==> src/rtl/mdu_pkg.sv <==
`default_nettype none
// ============================================================================
// mdu_pkg : funct codes, ALU-control funct constants and MDU state encoding
// Rev 1.0
// ============================================================================
package mdu_pkg;

  // Multiply/divide unit funct codes
  localparam logic [5:0] FUNCT_MTHI  = 6'b010001;
  localparam logic [5:0] FUNCT_MTLO  = 6'b010011;
  localparam logic [5:0] FUNCT_MULT  = 6'b011000;
  localparam logic [5:0] FUNCT_MULTU = 6'b011001;
  localparam logic [5:0] FUNCT_DIV   = 6'b011010;
  localparam logic [5:0] FUNCT_DIVU  = 6'b011011;

  // ALU-control funct codes shared with the integer datapath
  localparam logic [5:0] FUNCT_SLL   = 6'b000000;
  localparam logic [5:0] FUNCT_SRL   = 6'b000010;
  localparam logic [5:0] FUNCT_SRA   = 6'b000011;
  localparam logic [5:0] FUNCT_JR    = 6'b001000;
  localparam logic [5:0] FUNCT_MFHI  = 6'b010000;
  localparam logic [5:0] FUNCT_MFLO  = 6'b010010;
  localparam logic [5:0] FUNCT_ADD   = 6'b100000;
  localparam logic [5:0] FUNCT_ADDU  = 6'b100001;
  localparam logic [5:0] FUNCT_SUB   = 6'b100010;
  localparam logic [5:0] FUNCT_SUBU  = 6'b100011;
  localparam logic [5:0] FUNCT_AND   = 6'b100100;
  localparam logic [5:0] FUNCT_OR    = 6'b100101;
  localparam logic [5:0] FUNCT_XOR   = 6'b100110;
  localparam logic [5:0] FUNCT_NOR   = 6'b100111;
  localparam logic [5:0] FUNCT_SLT   = 6'b101010;
  localparam logic [5:0] FUNCT_SLTU  = 6'b101011;

  typedef enum logic [1:0] {
    MDU_IDLE = 2'd0,
    MDU_CALC = 2'd1,
    MDU_FIX  = 2'd2
  } mdu_state_e;

endpackage : mdu_pkg
`default_nettype wire

==> src/rtl/mdu_sign_fix.sv <==
`default_nettype none
// ============================================================================
// mdu_sign_fix : conditional two's-complement negate (abs when neg_i = sign)
// Rev 1.0
// ============================================================================
module mdu_sign_fix #(
  parameter int W = 32
) (
  input  logic [W-1:0] val_i,
  input  logic         neg_i,
  output logic [W-1:0] res_o
);

  assign res_o = neg_i ? (~val_i + W'(1)) : val_i;

endmodule : mdu_sign_fix
`default_nettype wire

==> src/rtl/mult_div_unit.sv <==
`default_nettype none
// ============================================================================
// mult_div_unit : iterative HI/LO multiply/divide unit (shift-add / restoring)
// Rev 1.0
// ============================================================================
module mult_div_unit
  import mdu_pkg::*;
#(
  parameter int WIDTH = 32
) (
  input  logic             clk,
  input  logic             reset,
  input  logic             start,
  input  logic [5:0]       funct,
  input  logic [WIDTH-1:0] op_a,
  input  logic [WIDTH-1:0] op_b,
  input  logic             flush,
  output logic             busy,
  output logic             done,
  output logic [WIDTH-1:0] hi,
  output logic [WIDTH-1:0] lo
);

  localparam int               CNT_W    = $clog2(WIDTH) + 1;
  localparam logic [CNT_W-1:0] CNT_LAST = CNT_W'(WIDTH - 1);

  mdu_state_e       state_q, state_d;
  logic [CNT_W-1:0] cnt_q, cnt_d;
  logic [WIDTH-1:0] acc_hi_q, acc_hi_d;
  logic [WIDTH-1:0] acc_lo_q, acc_lo_d;
  logic [WIDTH-1:0] opb_q, opb_d;
  logic             is_div_q, is_div_d;
  logic             neg_res_q, neg_res_d;
  logic             neg_rem_q, neg_rem_d;
  logic             div0_q, div0_d;
  logic [WIDTH-1:0] hi_q, hi_d;
  logic [WIDTH-1:0] lo_q, lo_d;
  logic             done_q, done_d;

  logic               signed_op;
  logic               neg_a, neg_b;
  logic [WIDTH-1:0]   abs_a, abs_b;
  logic [WIDTH:0]     mul_sum;
  logic [2*WIDTH-1:0] mul_next;
  logic [WIDTH:0]     div_shift;
  logic               div_ge;
  logic [WIDTH-1:0]   div_sub;
  logic [2*WIDTH-1:0] prod_fix;
  logic [WIDTH-1:0]   quot_fix, rem_fix;

  assign signed_op = (funct == FUNCT_MULT) || (funct == FUNCT_DIV);
  assign neg_a     = signed_op & op_a[WIDTH-1];
  assign neg_b     = signed_op & op_b[WIDTH-1];

  mdu_sign_fix #(.W(WIDTH))   u_abs_a    (.val_i(op_a),                 .neg_i(neg_a),     .res_o(abs_a));
  mdu_sign_fix #(.W(WIDTH))   u_abs_b    (.val_i(op_b),                 .neg_i(neg_b),     .res_o(abs_b));
  mdu_sign_fix #(.W(2*WIDTH)) u_fix_prod (.val_i({acc_hi_q, acc_lo_q}), .neg_i(neg_res_q), .res_o(prod_fix));
  mdu_sign_fix #(.W(WIDTH))   u_fix_quot (.val_i(acc_lo_q),             .neg_i(neg_res_q), .res_o(quot_fix));
  mdu_sign_fix #(.W(WIDTH))   u_fix_rem  (.val_i(acc_hi_q),             .neg_i(neg_rem_q), .res_o(rem_fix));

  // Multiply: acc_lo holds the shrinking multiplier, acc_hi the partial sum.
  assign mul_sum  = {1'b0, acc_hi_q} + (acc_lo_q[0] ? {1'b0, opb_q} : '0);
  assign mul_next = {mul_sum, acc_lo_q[WIDTH-1:1]};

  // Divide: acc_hi is the partial remainder, acc_lo shifts dividend out / quotient in.
  // The difference always fits WIDTH bits whenever div_ge is set.
  assign div_shift = {acc_hi_q, acc_lo_q[WIDTH-1]};
  assign div_ge    = div_shift >= {1'b0, opb_q};
  assign div_sub   = div_shift[WIDTH-1:0] - opb_q;

  assign busy = (state_q != MDU_IDLE);
  assign done = done_q;
  assign hi   = hi_q;
  assign lo   = lo_q;

  always_comb begin
    state_d   = state_q;
    cnt_d     = cnt_q;
    acc_hi_d  = acc_hi_q;
    acc_lo_d  = acc_lo_q;
    opb_d     = opb_q;
    is_div_d  = is_div_q;
    neg_res_d = neg_res_q;
    neg_rem_d = neg_rem_q;
    div0_d    = div0_q;
    hi_d      = hi_q;
    lo_d      = lo_q;
    done_d    = 1'b0;

    unique case (state_q)
      MDU_IDLE: begin
        if (start && !flush) begin
          unique case (funct)
            FUNCT_MTHI: hi_d = op_a;
            FUNCT_MTLO: lo_d = op_a;
            FUNCT_MULT, FUNCT_MULTU, FUNCT_DIV, FUNCT_DIVU: begin
              state_d   = MDU_CALC;
              cnt_d     = '0;
              acc_hi_d  = '0;
              is_div_d  = (funct == FUNCT_DIV) || (funct == FUNCT_DIVU);
              acc_lo_d  = is_div_d ? abs_a : abs_b;
              opb_d     = is_div_d ? abs_b : abs_a;
              neg_res_d = neg_a ^ neg_b;
              neg_rem_d = neg_a;
              div0_d    = (op_b == '0);
            end
            default: ;
          endcase
        end
      end
      MDU_CALC: begin
        cnt_d = cnt_q + CNT_W'(1);
        if (is_div_q) begin
          acc_hi_d = div_ge ? div_sub : div_shift[WIDTH-1:0];
          acc_lo_d = {acc_lo_q[WIDTH-2:0], div_ge};
        end else begin
          {acc_hi_d, acc_lo_d} = mul_next;
        end
        if (cnt_q == CNT_LAST) state_d = MDU_FIX;
      end
      MDU_FIX: begin
        state_d = MDU_IDLE;
        done_d  = 1'b1;
        if (is_div_q) begin
          hi_d = rem_fix;
          lo_d = div0_q ? '1 : quot_fix;
        end else begin
          {hi_d, lo_d} = prod_fix;
        end
      end
      default: state_d = MDU_IDLE;
    endcase

    if (flush && busy) begin
      state_d = MDU_IDLE;
      done_d  = 1'b0;
      hi_d    = hi_q;
      lo_d    = lo_q;
    end
  end

  always_ff @(posedge clk) begin
    if (reset) begin
      state_q   <= MDU_IDLE;
      cnt_q     <= '0;
      acc_hi_q  <= '0;
      acc_lo_q  <= '0;
      opb_q     <= '0;
      is_div_q  <= 1'b0;
      neg_res_q <= 1'b0;
      neg_rem_q <= 1'b0;
      div0_q    <= 1'b0;
      hi_q      <= '0;
      lo_q      <= '0;
      done_q    <= 1'b0;
    end else begin
      state_q   <= state_d;
      cnt_q     <= cnt_d;
      acc_hi_q  <= acc_hi_d;
      acc_lo_q  <= acc_lo_d;
      opb_q     <= opb_d;
      is_div_q  <= is_div_d;
      neg_res_q <= neg_res_d;
      neg_rem_q <= neg_rem_d;
      div0_q    <= div0_d;
      hi_q      <= hi_d;
      lo_q      <= lo_d;
      done_q    <= done_d;
    end
  end

endmodule : mult_div_unit
`default_nettype wire

==> config.mk <==
export PLATFORM = sky130hd
export DESIGN_NAME = mult_div_unit
export DESIGN_NICKNAME = d
export VERILOG_FILES = /design/src/rtl/mdu_pkg.sv /design/src/rtl/mdu_sign_fix.sv /design/src/rtl/mult_div_unit.sv
export SDC_FILE = /design/constraint.sdc
export NUM_CORES = 1
export LEC_CHECK = 0
export CAP_MARGIN = 0
export CORE_AREA = 2 2 188 190
export DETAILED_ROUTE_END_ITERATION = 12
export DIE_AREA = 0 0 190 192
export PLACE_DENSITY = 0.72
export SYNTH_ARGS = -nofsm -noshare
export SYNTH_HDL_FRONTEND = slang
export SYNTH_HIERARCHICAL = 1
export SYNTH_SLANG_ARGS = --single-unit
==> constraint.sdc <==
create_clock -name clk -period 3.5 [get_ports clk]
set_input_delay 0.7 -clock clk [delete_from_list [all_inputs] [get_ports clk]]
set_output_delay 0.7 -clock clk [all_outputs]
set_load 0.03 [all_outputs]
==> results of run 1 <==
==> layout make-up <==
type,count,area [um2],area share [%]
inverters,62,233,1.15
clock buffers,18,439,2.17
repair buffers,294,2650,13.1
clock inverters,14,129,0.636
multi-input cells,1884,12800,63.0
well taps,455,569,2.81
flip-flops and latches,173,3470,17.1
==> layer usage <==
layer	share of wire, %	routed length, um	global-route usage [%]	up-vias
met4	4.2	2720	13.1	0
met1	43	27700	47.9	8881
li1	-	-	-	8644
met3	11	7210	7.14	193
met5	0	0	0	-
met2	42	27500	53.0	1188
==> synth_stat cells, drive strengths merged, types with 6 or more instances <==
cell type | number | area (um2)
o22ai | 64 | 400
o31ai | 56 | 449
nor2b | 44 | 275
or2 | 12 | 75.1
o211a | 6 | 60.1
nor3 | 29 | 155
o221ai | 6 | 52.6
or2b | 8 | 60.1
inv | 62 | 233
ha | 70 | 876
and3 | 9 | 56.3
o21bai | 11 | 82.6
nand4 | 30 | 209
o21ai | 118 | 591
a311oi | 32 | 280
a21o | 20 | 150
nor4 | 42 | 515
o211ai | 10 | 75.1
o21a | 10 | 75.1
a21oi | 219 | 1110
or3 | 19 | 119
nand3b | 6 | 45.0
a211oi | 73 | 548
clkbuf | 109 | 410
and2 | 36 | 225
a31oi | 12 | 75.1
nand4b | 7 | 92.6
xor2 | 18 | 158
buf | 35 | 190
xnor2 | 217 | 1900
nand2 | 195 | 734
mux2i | 74 | 741
nand2b | 32 | 208
nor2 | 251 | 942
o41ai | 49 | 587
nand3 | 31 | 155
dfxtp | 173 | 3460
a22oi | 17 | 128
or4 | 9 | 82.6
==> power by group through the flow <==
stage | Clock (mW) | Sequential, mW | Combinational (mW)
after floorplan | 0 | 2.04 | 0.485
after global placement | 0 | 2.04 | 0.938
after detailed placement | 0 | 2.04 | 0.945
after CTS | 1.94 | 1.99 | 0.950
after global routing | 2.04 | 1.99 | 1.03
final | 1.94 | 1.99 | 0.993
==> state kept, by name (all words and copies together) (netlist names) <==
register	count
acc_hi_q	32
acc_lo_q	32
cnt_q	6
div0_q	1
done	1
hi	32
is_div_q	1
lo	32
neg_rem_q	1
neg_res_q	1
opb_q	32
state_q	2
==> worst max path at each step <==
stage                               to  depth (start not counted)    startpoint
after global routing       acc_hi_q[3]                         11  acc_hi_q[17]
final                     acc_hi_q[31]                         12   acc_hi_q[1]
after global placement    acc_hi_q[31]                         12   acc_hi_q[1]
after detailed placement  acc_hi_q[31]                         12   acc_hi_q[1]
after floorplan           acc_hi_q[23]                         14   acc_lo_q[0]
after CTS                 acc_hi_q[31]                         12   acc_hi_q[1]
==> cells by family (layout without fill, tap and decap cells) <==
kind of cell               after synthesis  in the layout  share of synthesized area [%]
xor gates and xnor gates               235            235                           12.1
DFF                                    173            173                           20.4
adders and majority gates               72             72                           5.38
buffers and inverters                  206            388                           4.90
and+or+nand+nor                        770            770                           23.8
AOI/OAI and AO/OA                      732            732                           29.0
muxes                                   75             75                           4.42
==> per-stage QoR <==
stage | cells | cell area, um2 | setup WS (ns)
global route | 2900 | 20300 | 0.00471
global placement | 2867 | 19700 | 0.0944
detailed placement | 2867 | 19700 | 0.0639
CTS | 2899 | 20200 | 0.0802
floorplan | 2263 | 17000 | 0.373
finish | 2900 | 20300 | 0.148
==> worst register-to-register path, delay by kind of cell (launching register included) <==
kind	cells	cell delay (ns)
buffers and inverters	2	0.35
adder cells (fa/ha/maj)	1	0.44
AO/OA/AOI/OAI	8	1.76
multiplexers	1	0.32
flip-flops	1	0.38
==> timing repair <==
action | 4_1_cts | 5_1_grt
setup buffers | 0 | 1
gates resized for setup | 1 | 4
setup endpoints to repair | 1 | 9
pin swaps | 0 | 1
==> parameters.txt, run 1 <==
Parameter                              Value

Pwr
  Leakage dissipation ... 7.72 nW
  Sequential share of power ... 40.4%
  Switching power ... 1.61 mW
  Internal cell power ... 3.32 mW
  Maximum resistive drop on vdd ... 352 uV
  Share of power burned in combinational logic ... 20.2%
  Total power divided by cell area ... 243 mW/mm2
  Clock share of power ... 39.4%
  Total power ... 4.93 mW
  Switching share of power ... 32.7%

Placed design
  Port Buf Inserts ... 139
  Global placement routability congestion ... 1.03
  HPWL after detailed placement ... 49400 um

Die
  Total number of placement rows ... 68
  Die footprint ... 0.0365 mm2
  Height of the die ... 192 um
  Core Area ... 0.0343 mm2
  Initial cell density of the core ... 49.6%
  Number of placed I/O pins ... 140
  Die W ... 190 um

Worst setup path
  Startpoint Class ... flip-flop
  Largest fanout of any net on the critical path ... 6
  Launch point of the worst reg-to-reg path ... acc_hi_q[1]
  Register-to-register path setup slack ... 0.15 ns
  Critical path buffers and inverters ... 2
  Cells traversed along the worst timing path ... ha_1 > o21ai_0 > a21oi_1 > o31a_1 > o21ai_0 > buf_4 > a2111oi_2 > buf_4 > mux2_2 > a21oi_1 > a211oi_1 > a211oi_1
  Kind of critical path ... flip-flop to flip-flop
  Cell family with most CP delay ... compound AO/OA/AOI/OAI gates
  Delay of the slowest cell on the worst path ... 0.44 ns
  Arr. time, crit path ... 3.71 ns
  Count of cells along the worst register-to-register path ... 12
  Capture instance of the worst register-to-register path ... acc_hi_q[31]
  CP Data Required Time ... 3.85 ns
  Highest-delay cell along the critical path ... sky130_fd_sc_hd__ha_1
  Endpoint class of the critical path ... flip-flop

Cells and area
  Area growth, synth to finish ... 19.1%
  ANT cells ... 0
  Most common cell after layout, fill and taps aside ... sky130_fd_sc_hd__nor2_1
  Final layout net count ... 2578
  Fillers ... 3113
  Fraction of final layout cells with drive strength greater than 1 ... 11.5%
  Most used cells in the layout excluding fill and tap cells ... sky130_fd_sc_hd__nor2_1 (249), sky130_fd_sc_hd__xnor2_1 (217), sky130_fd_sc_hd__a21oi_1 (216)
  Final core occ ... 59.1%

Clocking
  Root buf cell ... sky130_fd_sc_hd__clkbuf_16
  Clock buffer count from CTS ... 17
  Maximum level of the CTS H-tree ... 4
  Total of hold buffers inserted after clock tree synthesis ... 0
  CTS tree ... built
  Sink count of the clock tree ... 173
  Number of buffers between clock root and the deepest sink ... 2
  Clock input transition at the sequential cells of the worst setup and hold paths ... 0.07 ns
  Clock latency on the worst-skew pair ... 0.46 ns

Yosys
  Post-synthesis instance area ... 0.0170 mm2
  Primary FF master, synth ... sky130_fd_sc_hd__dfxtp_1
  Async S/R FF share, synth ... 0%
  Register bit count reported by yosys ... 173
  Synthesized netlist net count ... 2409
  Share of the yosys chip area belonging to registers ... 20.4%
  Number of library cell types mapped by synthesis ... 83
  Mapped Cells ... 2263
  EDFF count, synth ... 0
  Syn avg cell area ... 7.52 um2
  Yosys warns ... 6

STA
  Minimum period implied by the final worst setup slack ... 3.35 ns
  Final hold slack ... 0.462 ns
  Slew margin rel. ... 30.2%
  Crit share post-route ... 95.8%
  Final Skew ... 0.0176 ns
  Maximum clock frequency ... 298 MHz
  Final max-slew violation count ... 0
  Transition at the pin with the smallest max-transition slack ... 1.04 ns
  Sum Neg Setup Slack ... 0 ns
  Count of endpoints failing setup in the final report ... 0
  Final-report hold violation count ... 0
  RSZ-0062 raised after global routing ... false

Run
  Max-cap viol count ... 0

Detailed routing
  WL final ... 65100 um
  Wire length per cell after detailed routing ... 22.5 um
  Detailed-router iteration count before antenna repair ... 7
  Starting DRC count in detailed routing ... 2257
  Remaining DRCs ... 0
  Average vias per placed instance ... 6.52
  Number of nets with antenna violations after detailed routing ... 0
  Overall via count from detail_route ... 18906

GRT
  Global-route wire length before repair ... 98600 um
  Number of global-route vias before repair ... 17217
  Global route total overflow ... 0
  Maximum number of pins on one net before global-route repair ... 81
  Antenna violations before repair ... 0
  Total routing resource utilization after global routing ... 34.7%

Hold path
  Cell count of the worst hold path ... 2
  Worst Hold End ... div0_q
  Hold/Removal Path Class ... flip-flop to flip-flop
  Startpoint of the most critical hold path ... div0_q

Status
  Status ... completed
Power figures use the tool's default switching activity.
==> run 2, diff against run 1 <==
MAX_ROUTING_LAYER = met4   (was unset)
==> run 2 against run 1 <==
Setup slack gained 0.084 ns; critical path depth stayed put; wire length is 0.69% lower; non-clock buffer count rose by 2; total power grew 1.6%; first-iteration DRC count shrank 3.9%; global-route usage is 1.1 points higher; clock power up 5%; sequential cell count did not move; largest cell class unchanged.
==> parameters.txt, run 2 (synthesized netlist as in run 1, its figures left out) <==
Parameter                              Value

Clocking
  Sink count of the clock tree ... 173 (unchanged)
  CTS tree ... built (unchanged)
  Clock buffer count from CTS ... 17 (unchanged)
  Clock input transition at the sequential cells of the worst setup and hold paths ... 0.08 ns (was 0.07 ns)
  Maximum level of the CTS H-tree ... 4 (unchanged)
  Root buf cell ... sky130_fd_sc_hd__clkbuf_16 (unchanged)
  Clock latency on the worst-skew pair ... 0.46 ns (about the same)
  Number of buffers between clock root and the deepest sink ... 2 (unchanged)
  Total of hold buffers inserted after clock tree synthesis ... 0 (unchanged)

Detailed routing
  Detailed-router iteration count before antenna repair ... 8 (was 7)
  WL final ... 64700 um (was 65100 um)
  Overall via count from detail_route ... 18636 (was 18906)
  Average vias per placed instance ... 6.42 (was 6.52)
  Number of nets with antenna violations after detailed routing ... 0 (unchanged)
  Wire length per cell after detailed routing ... 22.3 um (was 22.5 um)
  Remaining DRCs ... 0 (unchanged)
  Starting DRC count in detailed routing ... 2169 (was 2257)

GRT
  Global route total overflow ... 0 (unchanged)
  Number of global-route vias before repair ... 16906 (was 17217)
  Maximum number of pins on one net before global-route repair ... 93 (was 81)
  Global-route wire length before repair ... 98600 um (about the same)
  Total routing resource utilization after global routing ... 35.7% (was 34.7%)
  Antenna violations before repair ... 1 (was 0)

Pwr
  Leakage dissipation ... 7.76 nW (was 7.72 nW)
  Maximum resistive drop on vdd ... 349 uV (was 352 uV)
  Total power divided by cell area ... 247 mW/mm2 (was 243 mW/mm2)

STA
  RSZ-0062 raised after global routing ... false (unchanged)
  Final Skew ... 0.0156 ns (was 0.0176 ns)
  Slew margin rel. ... 28.3% (was 30.2%)
  Crit share post-route ... 93.4% (was 95.8%)
  Transition at the pin with the smallest max-transition slack ... 1.08 ns (was 1.04 ns)
  Final max-slew violation count ... 0 (unchanged)
  Sum Neg Setup Slack ... 0 ns (unchanged)
  Minimum period implied by the final worst setup slack ... 3.27 ns (was 3.35 ns)
  Maximum clock frequency ... 306 MHz (was 298 MHz)
  Final-report hold violation count ... 0 (unchanged)
  Least setup slack across all paths after layout ... 0.232 ns (was 0.148 ns)
  Count of endpoints failing setup in the final report ... 0 (unchanged)
  Final hold slack ... 0.456 ns (was 0.462 ns)

Cells and area
  Most common cell after layout, fill and taps aside ... sky130_fd_sc_hd__nor2_1 (unchanged)
  Area used by multi-input combinational logic ... 0.0128 mm2 (about the same)
  Area growth, synth to finish ... 19.3% (was 19.1%)
  Final layout net count ... 2580 (was 2578)
  Fraction of final layout cells with drive strength greater than 1 ... 11.4% (was 11.5%)
  Fillers ... 3151 (was 3113)
  Reg area ... 0.00347 mm2 (about the same)
  Non-Filler Cell Area, Final ... 0.0203 mm2 (about the same)
  Most used cells in the layout excluding fill and tap cells ... sky130_fd_sc_hd__nor2_1 (249), sky130_fd_sc_hd__xnor2_1 (217), sky130_fd_sc_hd__a21oi_1 (216) (unchanged)

Worst setup path
  Arr. time, crit path ... 3.58 ns (was 3.71 ns)
  Largest fanout of any net on the critical path ... 40 (was 6)
  Endpoint class of the critical path ... flip-flop (unchanged)
  Startpoint Class ... flip-flop (unchanged)
  Kind of critical path ... flip-flop to flip-flop (unchanged)
  CP Data Required Time ... 3.81 ns (was 3.85 ns)

Die
  Die W ... 190 um (unchanged)
  Total number of placement rows ... 68 (unchanged)
  Initial cell density of the core ... 49.6% (unchanged)
  Die footprint ... 0.0365 mm2 (unchanged)
  Height of the die ... 192 um (unchanged)
  Core Area ... 0.0343 mm2 (unchanged)
  Number of placed I/O pins ... 140 (unchanged)

Hold path
  Hold/Removal Path Class ... flip-flop to flip-flop (unchanged)

Placed design
  HPWL after detailed placement ... 49700 um (was 49400 um)
  Port Buf Inserts ... 139 (unchanged)
  Worst slack after detailed placement ... 0.182 ns (was 0.0639 ns)
  Total cell area at the placement stage ... 0.0197 mm2 (about the same)
  Global placement routability congestion ... 1.04 (was 1.03)

Status
  Status ... completed (unchanged)

Run
  Max-cap viol count ... 0 (unchanged)
[run 2: metrics by stage]
stage / power [mW] / utilization, % / instances
6_report: 5.01 / 59.2 / 2905
5_1_grt: 5.14 / 59.2 / 2904
4_1_cts: 4.98 / 59.1 / 2901
3_5_place_dp: 2.98 / 57.4 / 2869
3_3_place_gp: 2.98 / 57.4 / 2869
2_1_floorplan: 2.53 / - / 2263
[run 2: routing by layer]
metal | vias to the layer above | GRT usage [%] | share of wire [%]
met3 | 161 | 6.38 | 10
met5 | - | - | 0
li1 | 8666 | - | -
met4 | 0 | 14.3 | 4.1
met1 | 8687 | 48.4 | 43
met2 | 1122 | 52.4 | 42
[run 2: repair_timing]
action / CTS / global route
gates resized for setup: 0 / 2
setup endpoints to repair: 0 / 4
buffers inserted: 0 / 1
endpoints found under the hold margin: 0 / 0
[run 2: report_power, final]
group / total (mW) / internal, mW / switching (mW)
logic: 0.986 / 0.381 / 0.605
registers: 1.99 / 1.98 / 0.0145
clock network: 2.03 / 1.09 / 0.938
[run 2: critical path: stages, from the launching register on]
cell	delay (ns)
sky130_fd_sc_hd__dfxtp_1	0.72
sky130_fd_sc_hd__ha_1	0.44
sky130_fd_sc_hd__a21oi_1	0.23
sky130_fd_sc_hd__o21ai_0	0.10
sky130_fd_sc_hd__a21oi_1	0.13
sky130_fd_sc_hd__o21a_1	0.14
sky130_fd_sc_hd__nand3_1	0.30
sky130_fd_sc_hd__a21oi_4	0.25
sky130_fd_sc_hd__buf_12	0.23
sky130_fd_sc_hd__buf_4	0.21
sky130_fd_sc_hd__nor2_1	0.05
sky130_fd_sc_hd__a21oi_1	0.15
sky130_fd_sc_hd__o221ai_1	0.15
[run 2: path summary, 6_finish.rpt]
path                start     endpoint  slack [ns]  depth (start not counted)
max          acc_hi_q[17]  acc_hi_q[0]        0.23                         12
min                div0_q       div0_q        0.46                          2
max reg2reg  acc_hi_q[17]  acc_hi_q[0]        0.23                         12
min reg2reg        div0_q       div0_q        0.46                          2
[run 2: layout make-up]
class	count	share of cell area (%)
antenna	3	0.0370
clock buffer	19	2.18
clock inverter	13	0.740
inverter	62	1.15
multi-input combinational	1884	62.9
sequential	173	17.1
tap	455	2.80
timing repair buffer	296	13.1
